File: src/rtl/cdc_pkg.sv
// Shared types and defaults for the clock-domain-crossing handshake arbiter.
//   hs_state_t       : handshake FSM state encoding
//   SYNC_STAGES_DEF  : default ack synchronizer depth
//   TIMEOUT_CYC_DEF  : default per-phase timeout in source clock cycles
package cdc_pkg;

    typedef enum logic [1:0] {
        IDLE = 2'd0,
        REQ  = 2'd1,
        DROP = 2'd2
    } hs_state_t;

    localparam int SYNC_STAGES_DEF = 2;
    localparam int TIMEOUT_CYC_DEF = 1024;

endpackage

File: src/rtl/cdc_rr_arbiter.sv
// Round-robin arbiter: one-hot grant to the first set request at or after ptr_i,
// wrapping around.
//   req_i : request vector
//   ptr_i : index where the search starts
//   gnt_o : one-hot grant (all zero when no request)
module cdc_rr_arbiter #(
    parameter  int NUM_REQ = 4,
    localparam int ID_W    = $clog2(NUM_REQ)
) (
    input  logic [NUM_REQ-1:0] req_i,
    input  logic [ID_W-1:0]    ptr_i,
    output logic [NUM_REQ-1:0] gnt_o
);

    int   idx;
    logic found;

    always_comb begin
        gnt_o = '0;
        found = 1'b0;
        idx   = 0;
        for (int off = 0; off < NUM_REQ; off++) begin
            // ptr_i is always < NUM_REQ, so a single wrap is enough
            idx = int'(ptr_i) + off;
            if (idx >= NUM_REQ) idx = idx - NUM_REQ;
            if (!found && req_i[idx[ID_W-1:0]]) begin
                gnt_o[idx[ID_W-1:0]] = 1'b1;
                found                = 1'b1;
            end
        end
    end

endmodule

File: src/rtl/cdc_hs_arb_ctrl.sv
// Arbitrates NUM_REQ source-domain requesters onto a single 4-phase req/ack
// handshake towards an asynchronous destination domain.
//   clock, arst_n      : source clock, async active-low reset
//   req_valid/req_data : per-requester request and payload (held until req_ready)
//   req_ready          : one-hot accept strobe (single cycle)
//   xfer_req/xfer_data : registered level request and payload to destination
//   xfer_ack_async     : destination acknowledge, synchronized internally
//   grant_id           : index of requester being serviced
//   busy, done         : FSM not IDLE / handshake-complete pulse
//   err_clr            : clears sticky timeout_err
//   timeout_err        : set when a phase exceeds TIMEOUT_CYC cycles
module cdc_hs_arb_ctrl
    import cdc_pkg::*;
#(
    parameter  int NUM_REQ     = 4,
    parameter  int DATA_W      = 32,
    parameter  int SYNC_STAGES = SYNC_STAGES_DEF,
    parameter  int TIMEOUT_CYC = TIMEOUT_CYC_DEF,
    localparam int ID_W        = $clog2(NUM_REQ)
) (
    input  logic                            clock,
    input  logic                            arst_n,
    input  logic [NUM_REQ-1:0]              req_valid,
    input  logic [NUM_REQ-1:0][DATA_W-1:0]  req_data,
    output logic [NUM_REQ-1:0]              req_ready,
    output logic                            xfer_req,
    output logic [DATA_W-1:0]               xfer_data,
    input  logic                            xfer_ack_async,
    output logic [ID_W-1:0]                 grant_id,
    output logic                            busy,
    output logic                            done,
    input  logic                            err_clr,
    output logic                            timeout_err
);

    localparam int              CNT_W   = $clog2(TIMEOUT_CYC + 1);
    localparam logic [CNT_W-1:0] CNT_MAX = CNT_W'(TIMEOUT_CYC);

    (* ASYNC_REG = "TRUE" *) logic [SYNC_STAGES-1:0] sync_q;
    logic ack_s;

    hs_state_t          state_q, state_d;
    logic               xfer_req_q, xfer_req_d;
    logic [DATA_W-1:0]  data_q, data_d;
    logic [ID_W-1:0]    gid_q, gid_d;
    logic [ID_W-1:0]    ptr_q, ptr_d;
    logic [CNT_W-1:0]   cnt_q, cnt_d;
    logic               done_q, done_d;
    logic               err_q, err_d;

    logic [NUM_REQ-1:0] gnt;
    logic [ID_W-1:0]    gnt_idx;
    logic               accept;
    logic               tmo_hit;

    // Only this chain ever samples the asynchronous ack.
    always_ff @(posedge clock or negedge arst_n) begin
        if (!arst_n) sync_q <= '0;
        else         sync_q <= {sync_q[SYNC_STAGES-2:0], xfer_ack_async};
    end
    assign ack_s = sync_q[SYNC_STAGES-1];

    cdc_rr_arbiter #(.NUM_REQ(NUM_REQ)) u_arb (
        .req_i (req_valid),
        .ptr_i (ptr_q),
        .gnt_o (gnt)
    );

    always_comb begin
        gnt_idx = '0;
        for (int i = 0; i < NUM_REQ; i++)
            if (gnt[i]) gnt_idx = ID_W'(i);
    end

    // done_q blocks a grant in the completion cycle so a new handshake never
    // starts before the requester has seen done. arst_n keeps req_ready low
    // while reset is asserted even though the FSM is combinationally IDLE.
    assign accept    = arst_n && (state_q == IDLE) && (|req_valid) && !ack_s && !done_q;
    assign req_ready = accept ? gnt : '0;

    always_comb begin
        state_d    = state_q;
        xfer_req_d = xfer_req_q;
        data_d     = data_q;
        gid_d      = gid_q;
        ptr_d      = ptr_q;
        cnt_d      = cnt_q;
        done_d     = 1'b0;
        case (state_q)
            IDLE: begin
                if (accept) begin
                    state_d    = REQ;
                    xfer_req_d = 1'b1;
                    data_d     = req_data[gnt_idx];
                    gid_d      = gnt_idx;
                    ptr_d      = (gnt_idx == ID_W'(NUM_REQ - 1)) ? '0 : gnt_idx + 1'b1;
                    cnt_d      = '0;
                end
            end
            REQ: begin
                if (ack_s) begin
                    state_d    = DROP;
                    xfer_req_d = 1'b0;
                    cnt_d      = '0;
                end else if (cnt_q != CNT_MAX) begin
                    cnt_d = cnt_q + 1'b1;
                end
            end
            DROP: begin
                if (!ack_s) begin
                    state_d = IDLE;
                    done_d  = 1'b1;
                    cnt_d   = '0;
                end else if (cnt_q != CNT_MAX) begin
                    cnt_d = cnt_q + 1'b1;
                end
            end
            default: begin
                state_d    = IDLE;
                xfer_req_d = 1'b0;
            end
        endcase
    end

    // Counter saturates at CNT_MAX, so the hit condition fires once per phase.
    assign tmo_hit = (state_q != IDLE) && (state_d == state_q) && (cnt_q == CNT_MAX - 1'b1);
    assign err_d   = tmo_hit | (err_q & ~err_clr);

    always_ff @(posedge clock or negedge arst_n) begin
        if (!arst_n) begin
            state_q    <= IDLE;
            xfer_req_q <= 1'b0;
            data_q     <= '0;
            gid_q      <= '0;
            ptr_q      <= '0;
            cnt_q      <= '0;
            done_q     <= 1'b0;
            err_q      <= 1'b0;
        end else begin
            state_q    <= state_d;
            xfer_req_q <= xfer_req_d;
            data_q     <= data_d;
            gid_q      <= gid_d;
            ptr_q      <= ptr_d;
            cnt_q      <= cnt_d;
            done_q     <= done_d;
            err_q      <= err_d;
        end
    end

    assign xfer_req    = xfer_req_q;
    assign xfer_data   = data_q;
    assign grant_id    = gid_q;
    assign busy        = (state_q != IDLE);
    assign done        = done_q;
    assign timeout_err = err_q;

endmodule
File: config.mk
export PLATFORM = sky130hd
export DESIGN_NAME = cdc_hs_arb_ctrl
export DESIGN_NICKNAME = d
export VERILOG_FILES = /design/src/rtl/cdc_pkg.sv /design/src/rtl/cdc_rr_arbiter.sv /design/src/rtl/cdc_hs_arb_ctrl.sv
export SDC_FILE = /design/constraint.sdc
export NUM_CORES = 1
export LEC_CHECK = 0
export CAP_MARGIN = 20
export CORE_MARGIN = 1
export CORE_UTILIZATION = 39
export CTS_BUF_LIST = sky130_fd_sc_hd__clkbuf_8
export CTS_CLUSTER_DIAMETER = 200
export CTS_CLUSTER_SIZE = 28
export DETAILED_ROUTE_END_ITERATION = 12
export PLACE_DENSITY = 0.75
export SYNTH_ARGS = -nofsm -noshare
export SYNTH_HDL_FRONTEND = slang
export SYNTH_SLANG_ARGS = --single-unit
File: constraint.sdc
create_clock -name clock -period 2.83 [get_ports clock]
set_input_delay 0.4245 -clock clock [delete_from_list [all_inputs] [get_ports clock]]
set_output_delay 0.4245 -clock clock [all_outputs]
set_load 0.02 [all_outputs]
==> flow_summary.json, run 1 <==
{
  "slew_viol_final": 0,
  "vias": 4445,
  "grt.overflow.total": 0,
  "drt-pass1-iter-count": 5,
  "grt_pass1_vias": 4146,
  "cp.arrival_ps": 2350,
  "path_clk_slew_ps": 90,
  "drc": 0,
  "syn2layout_area_growth_pct": 56.54,
  "synth_edf_count": 0,
  "holdWs_ps": 297.4,
  "diodes": 0,
  "drive_above_1_share_pct": 14.62,
  "cts_tree": "done",
  "max_freq_mhz": 360.3,
  "synth_ff_type": "dfrtp_1",
  "num_rows": 36,
  "grt_max_degree": 55,
  "synthCells": 494,
  "timing.final.crit_share_pct": 98.06,
  "pwr_density_cell_nw_per_um2": 1054,
  "rsz0062_at_grt": "yes",
  "n_fill_cell": 858,
  "worst_path_max_delay_cell": "mux4_2",
  "ant_nets": 0,
  "synth_warnings": 0,
  "synth.avg_cell_area_um2": 8.049,
  "htreeDepth": 2,
  "cts_buffer_depth": 2,
  "ir_drop_mv": 0.7338,
  "start_util_pct": 40.49,
  "cp-start-kind": "input port",
  "fin_nets": 826,
  "relSlewSlack_pct": 54.03,
  "clkSinkCount": 54,
  "crit_path_end_kind": "primary output",
  "wl_um": 13650,
  "tightest_slew_ps": 689.5,
  "fin_crit_ps": 2775,
  "max_stage_delay_ps": 560,
  "antenna_found_initial": 0,
  "critPathTopFamily": "buffers and inverters",
  "drt_iter0_markers": 209,
  "path_cells": "clkdlybuf4s50_1 -> mux4_2 -> nand3b_1 -> a221o_1 -> nor2_2 -> buf_2",
  "place_ws_ps": -359.3,
  "min_path_type": "input port to async pin",
  "cp_max_fo": 5,
  "maxCapViolCount": 0,
  "hpwl_um": 10160,
  "wl_per_cell_um": 16.85,
  "fin_skew_ps": 7.823,
  "worstPathRequired_ps": 2410,
  "status": "complete, no violations",
  "die_area_um2": 10600,
  "place.gp.congestion": 0.9140,
  "die_height_um": 103.0,
  "layout_setup_ws_ps": 54.85,
  "ys_types": 54,
  "reg2reg_slack_ps": 130,
  "ys_seq_area_share_pct": 33.98,
  "cts_made_buffers": 5,
  "root_buffer": "clkbuf_8",
  "core_area_um2": 9819,
  "grt_pass1_wl_um": 20220,
  "worst-path-buf-inv": 2,
  "utilization_pct": 63.39,
  "track_usage_pct": 24.69,
  "hold_buffers": 0,
  "io_pins": 178,
  "vias_per_cell": 5.488,
  "synthesis.area_um2": 3976,
  "p_leak_nw": 2.513,
  "die_w_um": 103.0,
  "portBuffers": 177,
  "finalSetupViolations": 0,
  "hold_viol": 0,
  "async_reset_ff_share_pct": 100.0,
  "syn-num-nets": 644,
  "critPathKind": "input port to primary output",
  "worstSkewPairLatency_ps": 310,
  "ys_seq_elements": 54
}
## power by group
part	internal [mW]	switching [mW]	total (mW)
sequential	1.04	0.160	1.20
combinational	1.98	2.76	4.74
clock	0.377	0.253	0.630
total	3.39	3.17	6.56
## area by class of cell
class	count	area [um2]	share of cell area [%]
clock inverters	2	60.06	0.9648
well taps	133	166.4	2.673
repair buffers	214	2095	33.65
flip-flops and latches	54	1351	21.71
clock buffers	6	82.58	1.327
multi-input cells	387	2417	38.83
inverters	14	52.55	0.8442
## path summary, 6_finish.rpt
path,end,cells after the start,startpoint
worst max-delay path,req_ready[3],6,req_valid[2]
worst min-delay path,cnt_q[8],2,arst_n
worst max register to register,xfer_data[8],10,ptr_q[0]
worst min register to register,sync_q[1],0,sync_q[0]
max in group asynchronous,cnt_q[3],2,arst_n
min in group clock,sync_q[1],0,sync_q[0]
## through the flow
| step | power [mW] | instance area (um2) | std cells | TNS, ps |
|---|---|---|---|---|
| global route | 6.986 | 6225 | 810 | -21.48 |
| CTS | 6.476 | 6188 | 810 | -12.05 |
| floorplan | 4.169 | 3979 | 494 | 0 |
| detailed placement | 5.777 | 6036 | 801 | -11640 |
| finish | 6.563 | 6225 | 810 | 0 |
| global placement | 5.680 | 6036 | 801 | -9058 |
## cells in the mapped netlist (5+ instances only)
library cell / instances / area (um2)
a211oi_1: 6 / 45.04
a211oi_2: 28 / 350.3
a21oi_1: 73 / 365.4
buf_2: 12 / 60.06
clkbuf_1: 15 / 56.30
dfrtp_1: 54 / 1351
ha_1: 14 / 175.2
inv_1: 14 / 52.55
nand2_1: 75 / 281.5
nand2b_1: 6 / 37.54
nor2_1: 39 / 146.4
o21ai_0: 14 / 70.07
o21ai_1: 67 / 335.3
o31ai_1: 5 / 37.54
## logic make-up (layout without fill, tap and decap cells)
logic type               count (synthesis)  in the layout  synth area share, %
multiplexers                             8              8                3.273
adder cells (fa/ha/maj)                 14             14                4.405
buffers and inverters                   53            236                6.513
flip-flops                              54             54                33.98
AND/OR/NAND/NOR                        148            148                16.33
AO/OA/AOI/OAI                          217            217                35.49
## timing repair
| action | CTS | global route |
|---|---|---|
| pin swaps | 0 | 2 |
| endpoints found under the setup margin | 36 | 35 |
| cloned | 0 | 0 |
| setup buffers | 1 | 0 |
| gates resized for setup | 19 | 13 |
## per-layer routing
layer / track usage [%] / part of all wire (%) / vias to the layer above
li1: - / - / 2131
met1: 31.59 / 42 / 2153
met2: 41.74 / 50 / 141
met3: 5.559 / 5.6 / 20
met4: 7.151 / 2.2 / 0
met5: 0 / 0 / -
## flip-flops by register name (all words and copies together) (netlist names)
register / cells
state_q: 2
ptr_q: 2
done: 1
xfer_data: 32
grant_id: 2
sync_q: 2
xfer_req: 1
timeout_err: 1
cnt_q: 11
## cells in the final DEF, fill, tap and decap left out, drive strengths merged, types with 5 or more instances in the layout
cell,n
buf,41
nor2,39
ha,14
inv,14
nand2b,6
o31ai,5
a211oi,34
a21oi,74
dfrtp,54
clkdlybuf4s50,170
o21ai,81
clkbuf,7
nand2,75
(Power assumes the default switching activity.)
==> run 2, diff against run 1 <==
--- a/config.mk
+++ b/config.mk
@@ -12,6 +12,7 @@
 export CTS_CLUSTER_DIAMETER = 200
 export CTS_CLUSTER_SIZE = 28
 export DETAILED_ROUTE_END_ITERATION = 12
+export MAX_ROUTING_LAYER = met4
 export PLACE_DENSITY = 0.75
 export SYNTH_ARGS = -nofsm -noshare
 export SYNTH_HDL_FRONTEND = slang
==> run 2 against run 1 <==
  * The flow now finishes with violations (setup timing)
  * Sequential power barely moved
  * Final cell count is 0.99% higher
  * Via count up 1.9%
  * Maximum frequency decreased by 2.4%
  * Critical endpoint is now req_ready[2]
==> flow_summary.json, run 2 (same netlist as run 1, synthesis figures left out) <==
{
  "hpwl_um": 10420,
  "finalSetupViolations": 1,
  "r2r-start": "ptr_q[1]",
  "worst-path-buf-inv": 3,
  "utilization_pct": 63.79,
  "cts_buffer_depth": 2,
  "max_freq_mhz": 351.6,
  "drc": 0,
  "hold_buffers": 0,
  "reg2reg_slack_ps": 110,
  "start_util_pct": 40.49,
  "worstPathRequired_ps": 2410,
  "path_cells": "inv_1 -> ha_4 -> mux4_2 -> buf_4 -> a211oi_2 -> o21ai_1 -> o211ai_2 -> nor2_1 -> clkdlybuf4s15_2",
  "syn2layout_area_growth_pct": 57.52,
  "final_common_cell": "clkdlybuf4s50_1",
  "tightest_slew_ps": 710.8,
  "pwr_density_cell_nw_per_um2": 1043,
  "clkPwrFrac_pct": 6.2,
  "wl_um": 14280,
  "io_pins": 178,
  "comb_power_share_pct": 75.5,
  "place_ws_ps": -369.3,
  "path_clk_slew_ps": 90,
  "core_area_um2": 9819,
  "rr_worst_depth": 10,
  "critPathKind": "register to primary output",
  "cts_made_buffers": 5,
  "intPower_mw": 3.316,
  "status": "finished, violations left",
  "die_w_um": 103.0,
  "grt_max_degree": 55,
  "grt.overflow.total": 0,
  "htreeDepth": 2,
  "switching_share_pct": 49.22,
  "num_rows": 36,
  "failed_checks": "setup timing",
  "drt-pass1-iter-count": 4,
  "dp.cells": 800,
  "relSlewSlack_pct": 52.61,
  "p_leak_nw": 2.540,
  "max_stage_delay_ps": 380,
  "cp.arrival_ps": 2420,
  "vias": 4529,
  "largest_reg_flops": 32,
  "hold_viol": 0,
  "fin_nets": 835,
  "die_area_um2": 10600,
  "ant_nets": 0,
  "root_buffer": "clkbuf_8",
  "reg2reg_to": "xfer_data[13]",
  "timing.final.crit_share_pct": 100.5,
  "ir_drop_mv": 0.8038,
  "antenna_found_initial": 0,
  "place.gp.congestion": 0.8865,
  "grt_pass1_wl_um": 21620,
  "p_switching_mw": 3.214,
  "fin_skew_ps": 9.360,
  "worst_path_max_delay_cell": "dfrtp_1",
  "layout_common_cells": "clkdlybuf4s50_1, nand2_1, a21oi_1, o21ai_1, dfrtp_1",
  "grt_pass1_vias": 4356,
  "holdWs_ps": 313.1,
  "crit_path_end_kind": "primary output",
  "vias_per_cell": 5.537,
  "slew_viol_final": 0,
  "seqPwrFrac_pct": 18.3,
  "track_usage_pct": 27.44,
  "final-instance-count-excl-fill": 818,
  "clkSinkCount": 54,
  "rsz0062_at_grt": "yes",
  "cts_tree": "done",
  "fin_crit_ps": 2844,
  "cp.depth": 9,
  "design_area_um2": 6264,
  "worstSkewPairLatency_ps": 310,
  "layout_setup_ws_ps": -14.49,
  "critPathTopFamily": "buffers and inverters",
  "placed_area_um2": 6041,
  "maxCapViolCount": 0,
  "drt_iter0_markers": 230,
  "drive_above_1_share_pct": 15.33,
  "cp_max_fo": 4,
  "min_path_type": "input port to async pin",
  "cp-start-kind": "register",
  "die_height_um": 103.0,
  "portBuffers": 177,
  "diodes": 0,
  "wl_per_cell_um": 17.46
}
==> run 2: cell count changes in the layout (fill, tap and decap cells not counted), moves of 2 or more <==
cell	previous run	this run
dlygate4sd2_1	0	2
bufinv_16	2	0
clkdlybuf4s50_1	170	168
buf_4	32	37
buf_6	0	4
inv_1	14	16
==> run 2: final cells by class <==
class,count,area (um2)
Fill cell,875,3556
Multi-Input combinational cell,387,2424
Timing Repair Buffer,223,2193
Sequential cell,54,1351
Tap cell,133,166.4
Clock buffer,5,68.82
Inverter,14,52.55
Clock inverter,2,7.507
==> run 2: worst max-delay path by stage <==
stage                  from  slack (ps)            to
4_1_cts        req_valid[1]           7  req_ready[0]
5_1_grt            ptr_q[1]        -120  req_ready[2]
3_3_place_gp   req_valid[1]        -350  req_ready[3]
6_report           ptr_q[1]         -10  req_ready[2]
2_1_floorplan      ptr_q[1]           2  req_ready[1]
3_5_place_dp   req_valid[1]        -370  req_ready[3]
==> run 2: layer usage <==
metal  GRT usage, %  share of wire [%]
met3          5.220                6.9
met2          43.74                 49
met5              -                  0
met1          33.99                 40
met4          11.70                4.0
==> run 2: worst register-to-register path: cells and delay by family (launching register included) <==
kind | cells | cell delay, ps
mux | 1 | 610
flops | 1 | 380
buf+inv | 4 | 720
compound gates | 3 | 490
simple gates | 2 | 440
==> run 2: power groups by stage <==
| stage | combinational [mW] | clock (mW) | sequential, mW |
|---|---|---|---|
| 6_report | 4.93 | 0.408 | 1.19 |
| 5_1_grt | 5.30 | 0.447 | 1.23 |
| 4_1_cts | 4.71 | 0.424 | 1.19 |
| 3_5_place_dp | 4.61 | 0 | 1.21 |
| 3_3_place_gp | 4.53 | 0 | 1.19 |
| 2_1_floorplan | 2.69 | 0 | 1.48 |
==> run 2: repair_timing <==
action / 4_1_cts / 5_1_grt
setup endpoints to repair: 37 / 38
setup buffers: 3 / 8
pin swaps: 0 / 3
gates resized for setup: 19 / 18
==> run 2: metrics by stage <==
stage / total power, mW / TNS [ps]
finish: 6.530 / -14.49
global route: 6.981 / -360.8
CTS: 6.325 / 0
detailed placement: 5.813 / -10910
global placement: 5.726 / -9678
floorplan: 4.169 / 0
==> run 3, diff against run 2 <==
--- a/config.mk
+++ b/config.mk
@@ -5,9 +5,9 @@
 export SDC_FILE = /design/constraint.sdc
 export NUM_CORES = 1
 export LEC_CHECK = 0
+export ABC_AREA = 1
 export CAP_MARGIN = 20
-export CORE_MARGIN = 1
-export CORE_UTILIZATION = 39
+export CORE_UTILIZATION = 40
 export CTS_BUF_LIST = sky130_fd_sc_hd__clkbuf_8
 export CTS_CLUSTER_DIAMETER = 200
 export CTS_CLUSTER_SIZE = 28
==> run 3 against run 2 <==
  * Hold slack worse by 55 ps
  * Total power increased by 12%
  * Global-route usage decreased by 0.70 points
  * The flow now finishes without violations
  * Flip-flop and latch count unchanged
  * Synthesized cell count increased by 43%
  * Critical endpoint unchanged
  * Design area increased by 1.2%
  * Critical path type unchanged
  * Sequential power rose by 7%
  * Register-to-register slack gained 130 ps
==> flow_summary.json, run 3 <==
{
  "io_pins": 178,
  "ys_seq_elements": 54,
  "max_stage_delay_ps": 380,
  "critPathKind": "register to primary output",
  "power_mw": 7.311,
  "antenna_found_initial": 0,
  "utilization_pct": 61.10,
  "grt.overflow.total": 0,
  "cpMostUsedCell": "nand2_1",
  "ant_nets": 0,
  "final-instance-count-excl-fill": 1018,
  "cp-startpoint": "ptr_q[0]",
  "synth_ff_type": "dfrtp_1",
  "final_common_cell": "nand2_1",
  "grt_max_degree": 63,
  "synth_top_area_share_pct": 31.53,
  "drive_above_1_share_pct": 6.009,
  "hold_buffers": 0,
  "rsz0062_at_grt": "no",
  "path_cells": "inv_2 -> ha_1 -> inv_1 -> nand3_1 -> nand2_1 -> nand2_2 -> nor2_2 -> nand2_1 -> nand3_1 -> nand2_1 -> inv_1 -> clkdlybuf4s15_1",
  "pwr_density_cell_nw_per_um2": 1154,
  "vias_per_cell": 4.902,
  "worst_path_max_delay_cell": "dfrtp_1",
  "worst-path-buf-inv": 4,
  "syn-num-nets": 858,
  "vias": 4990,
  "root_buffer": "clkbuf_8",
  "critPathTopFamily": "simple AND/OR/NAND/NOR gates",
  "place.gp.congestion": 0.8987,
  "diodes": 0,
  "clkSinkCount": 54,
  "cts_tree": "done",
  "start_util_pct": 41.32,
  "hold_viol": 0,
  "yosysTopAreaCell": "dfrtp_1",
  "wl_per_cell_um": 14.13,
  "hpwl_um": 10470,
  "synthesis.area_um2": 4285,
  "drt-pass1-iter-count": 5,
  "grt_pass1_vias": 4850,
  "die_area_um2": 11130,
  "timing.final.crit_share_pct": 95.82,
  "grt_busiest_layer": "met2",
  "drc": 0,
  "portBuffers": 177,
  "fin_nets": 1031,
  "crit_path_end_kind": "primary output",
  "yosysMostFrequentCell": "nand2_1",
  "track_usage_pct": 26.74,
  "drt_iter0_markers": 377,
  "tns_ps": 0,
  "fin_crit_ps": 2712,
  "grt_use_met3_pct": 4.824,
  "reg2reg_slack_ps": 240,
  "ys_seq_area_share_pct": 31.53,
  "cp-start-kind": "register",
  "maxCapViolCount": 0,
  "synthCells": 708,
  "synth_edf_count": 0,
  "synth_warnings": 0,
  "status": "complete, no violations",
  "dp.cells": 1009,
  "final-seq-area_um2": 1351,
  "cts_buffer_depth": 2,
  "min_path_type": "input port to async pin",
  "num_rows": 37,
  "synth_area_leaders": "dfrtp_1, nand2_1, nor2_1",
  "layout_common_cells": "nand2_1, clkdlybuf4s50_1, nor2_1, inv_1, dfrtp_1",
  "grt_pass1_wl_um": 23320,
  "tightest_slew_ps": 698.3,
  "die_w_um": 105.5,
  "wl_um": 14390,
  "ys_types": 29,
  "die_height_um": 105.5,
  "relSlewSlack_pct": 53.45,
  "synth_common_cells": "nand2_1, nor2_1, inv_1",
  "max_freq_mhz": 368.8,
  "synth.avg_cell_area_um2": 6.053,
  "worstSkewPairLatency_ps": 320,
  "met1_usage_pct": 34.10,
  "syn2layout_area_growth_pct": 47.85,
  "largest_reg_flops": 32,
  "cp.arrival_ps": 2290,
  "async_reset_ff_share_pct": 100.0,
  "ir_drop_mv": 0.9874,
  "cts_made_buffers": 5,
  "htreeDepth": 2,
  "worstPathRequired_ps": 2410,
  "cp_max_fo": 4,
  "core_area_um2": 10370,
  "multi_input_area_um2": 2400,
  "reg2reg_to": "xfer_data[25]",
  "finalSetupViolations": 0,
  "path_clk_slew_ps": 100,
  "n_fill_cell": 957,
  "slew_viol_final": 0,
  "r2r-start": "ptr_q[0]",
  "fin_skew_ps": 4.398,
  "met2_usage_pct": 43.70,
  "p_leak_nw": 3.187,
  "rr_worst_depth": 18
}
[run 3: how the worst max path moves through the flow]
| stage | end | cells past startpoint |
|---|---|---|
| finish | req_ready[2] | 12 |
| global route | req_ready[2] | 12 |
| CTS | req_ready[1] | 10 |
| detailed placement | req_ready[1] | 9 |
| global placement | req_ready[1] | 9 |
| floorplan | req_ready[3] | 12 |
[run 3: kinds of logic (layout without fill, tap and decap cells)]
family / Yosys count / after routing / synth area share [%]
AND/OR/NAND/NOR: 447 / 447 / 44.00
XOR/XNOR: 1 / 1 / 0.2044
adder cells (fa/ha/maj): 14 / 14 / 4.088
AO/OA/AOI/OAI: 61 / 61 / 7.591
flip-flops: 54 / 54 / 31.53
buffers and inverters: 131 / 305 / 12.58
[run 3: metal layers]
layer | share of wire [%] | vias up
met5 | 0 | -
met4 | 1.3 | 0
met3 | 8.5 | 16
met2 | 46 | 218
met1 | 44 | 2272
li1 | - | 2484
[run 3: report_power, final]
group	switching (mW)	internal (mW)
Combinational	3.48	2.08
Clock	0.272	0.198
Sequential	0.195	1.08
Total	3.95	3.36
[run 3: metrics by stage]
| step | cell area, um2 | setup slack (ps) | hold slack (ps) |
|---|---|---|---|
| 2_1_floorplan | 4285 | 371.1 | 128.9 |
| 3_3_place_gp | 6240 | 22.53 | 337.8 |
| 3_5_place_dp | 6240 | -90.61 | 345.7 |
| 4_1_cts | 6337 | 89.71 | 280.6 |
| 5_1_grt | 6336 | 2.996 | 319.6 |
| 6_report | 6336 | 118.4 | 257.7 |
[run 3: cell type report]
class	count	area share (%)
inverters	103	6.102
clock buffers	6	1.303
flip-flops and latches	54	21.33
clock inverters	2	0.1975
multi-input cells	523	37.88
repair buffers	194	30.51
well taps	136	2.686
[run 3: worst reg2reg max path, stage by stage (launching register included)]
cell and delay (ps):
dfrtp_1 380, inv_2 40, ha_1 340, inv_1 130
nand3_1 80, nand2_1 80, nand2_2 80, nor2_2 200
nand2_1 100, inv_1 110, nor2_4 50, buf_4 170
nand2_2 90, buf_12 250, nor2_1 130, nand2_1 110
nand2_1 60, nand2_1 50, nand2_1 50
[run 3: repair_timing]
action                                  in CTS  in global routing
endpoints found under the setup margin       4                  3
resized for setup                            4                  7
cloned                                       0                  0
buffers inserted                             1                  0
pin swaps                                    1                  0
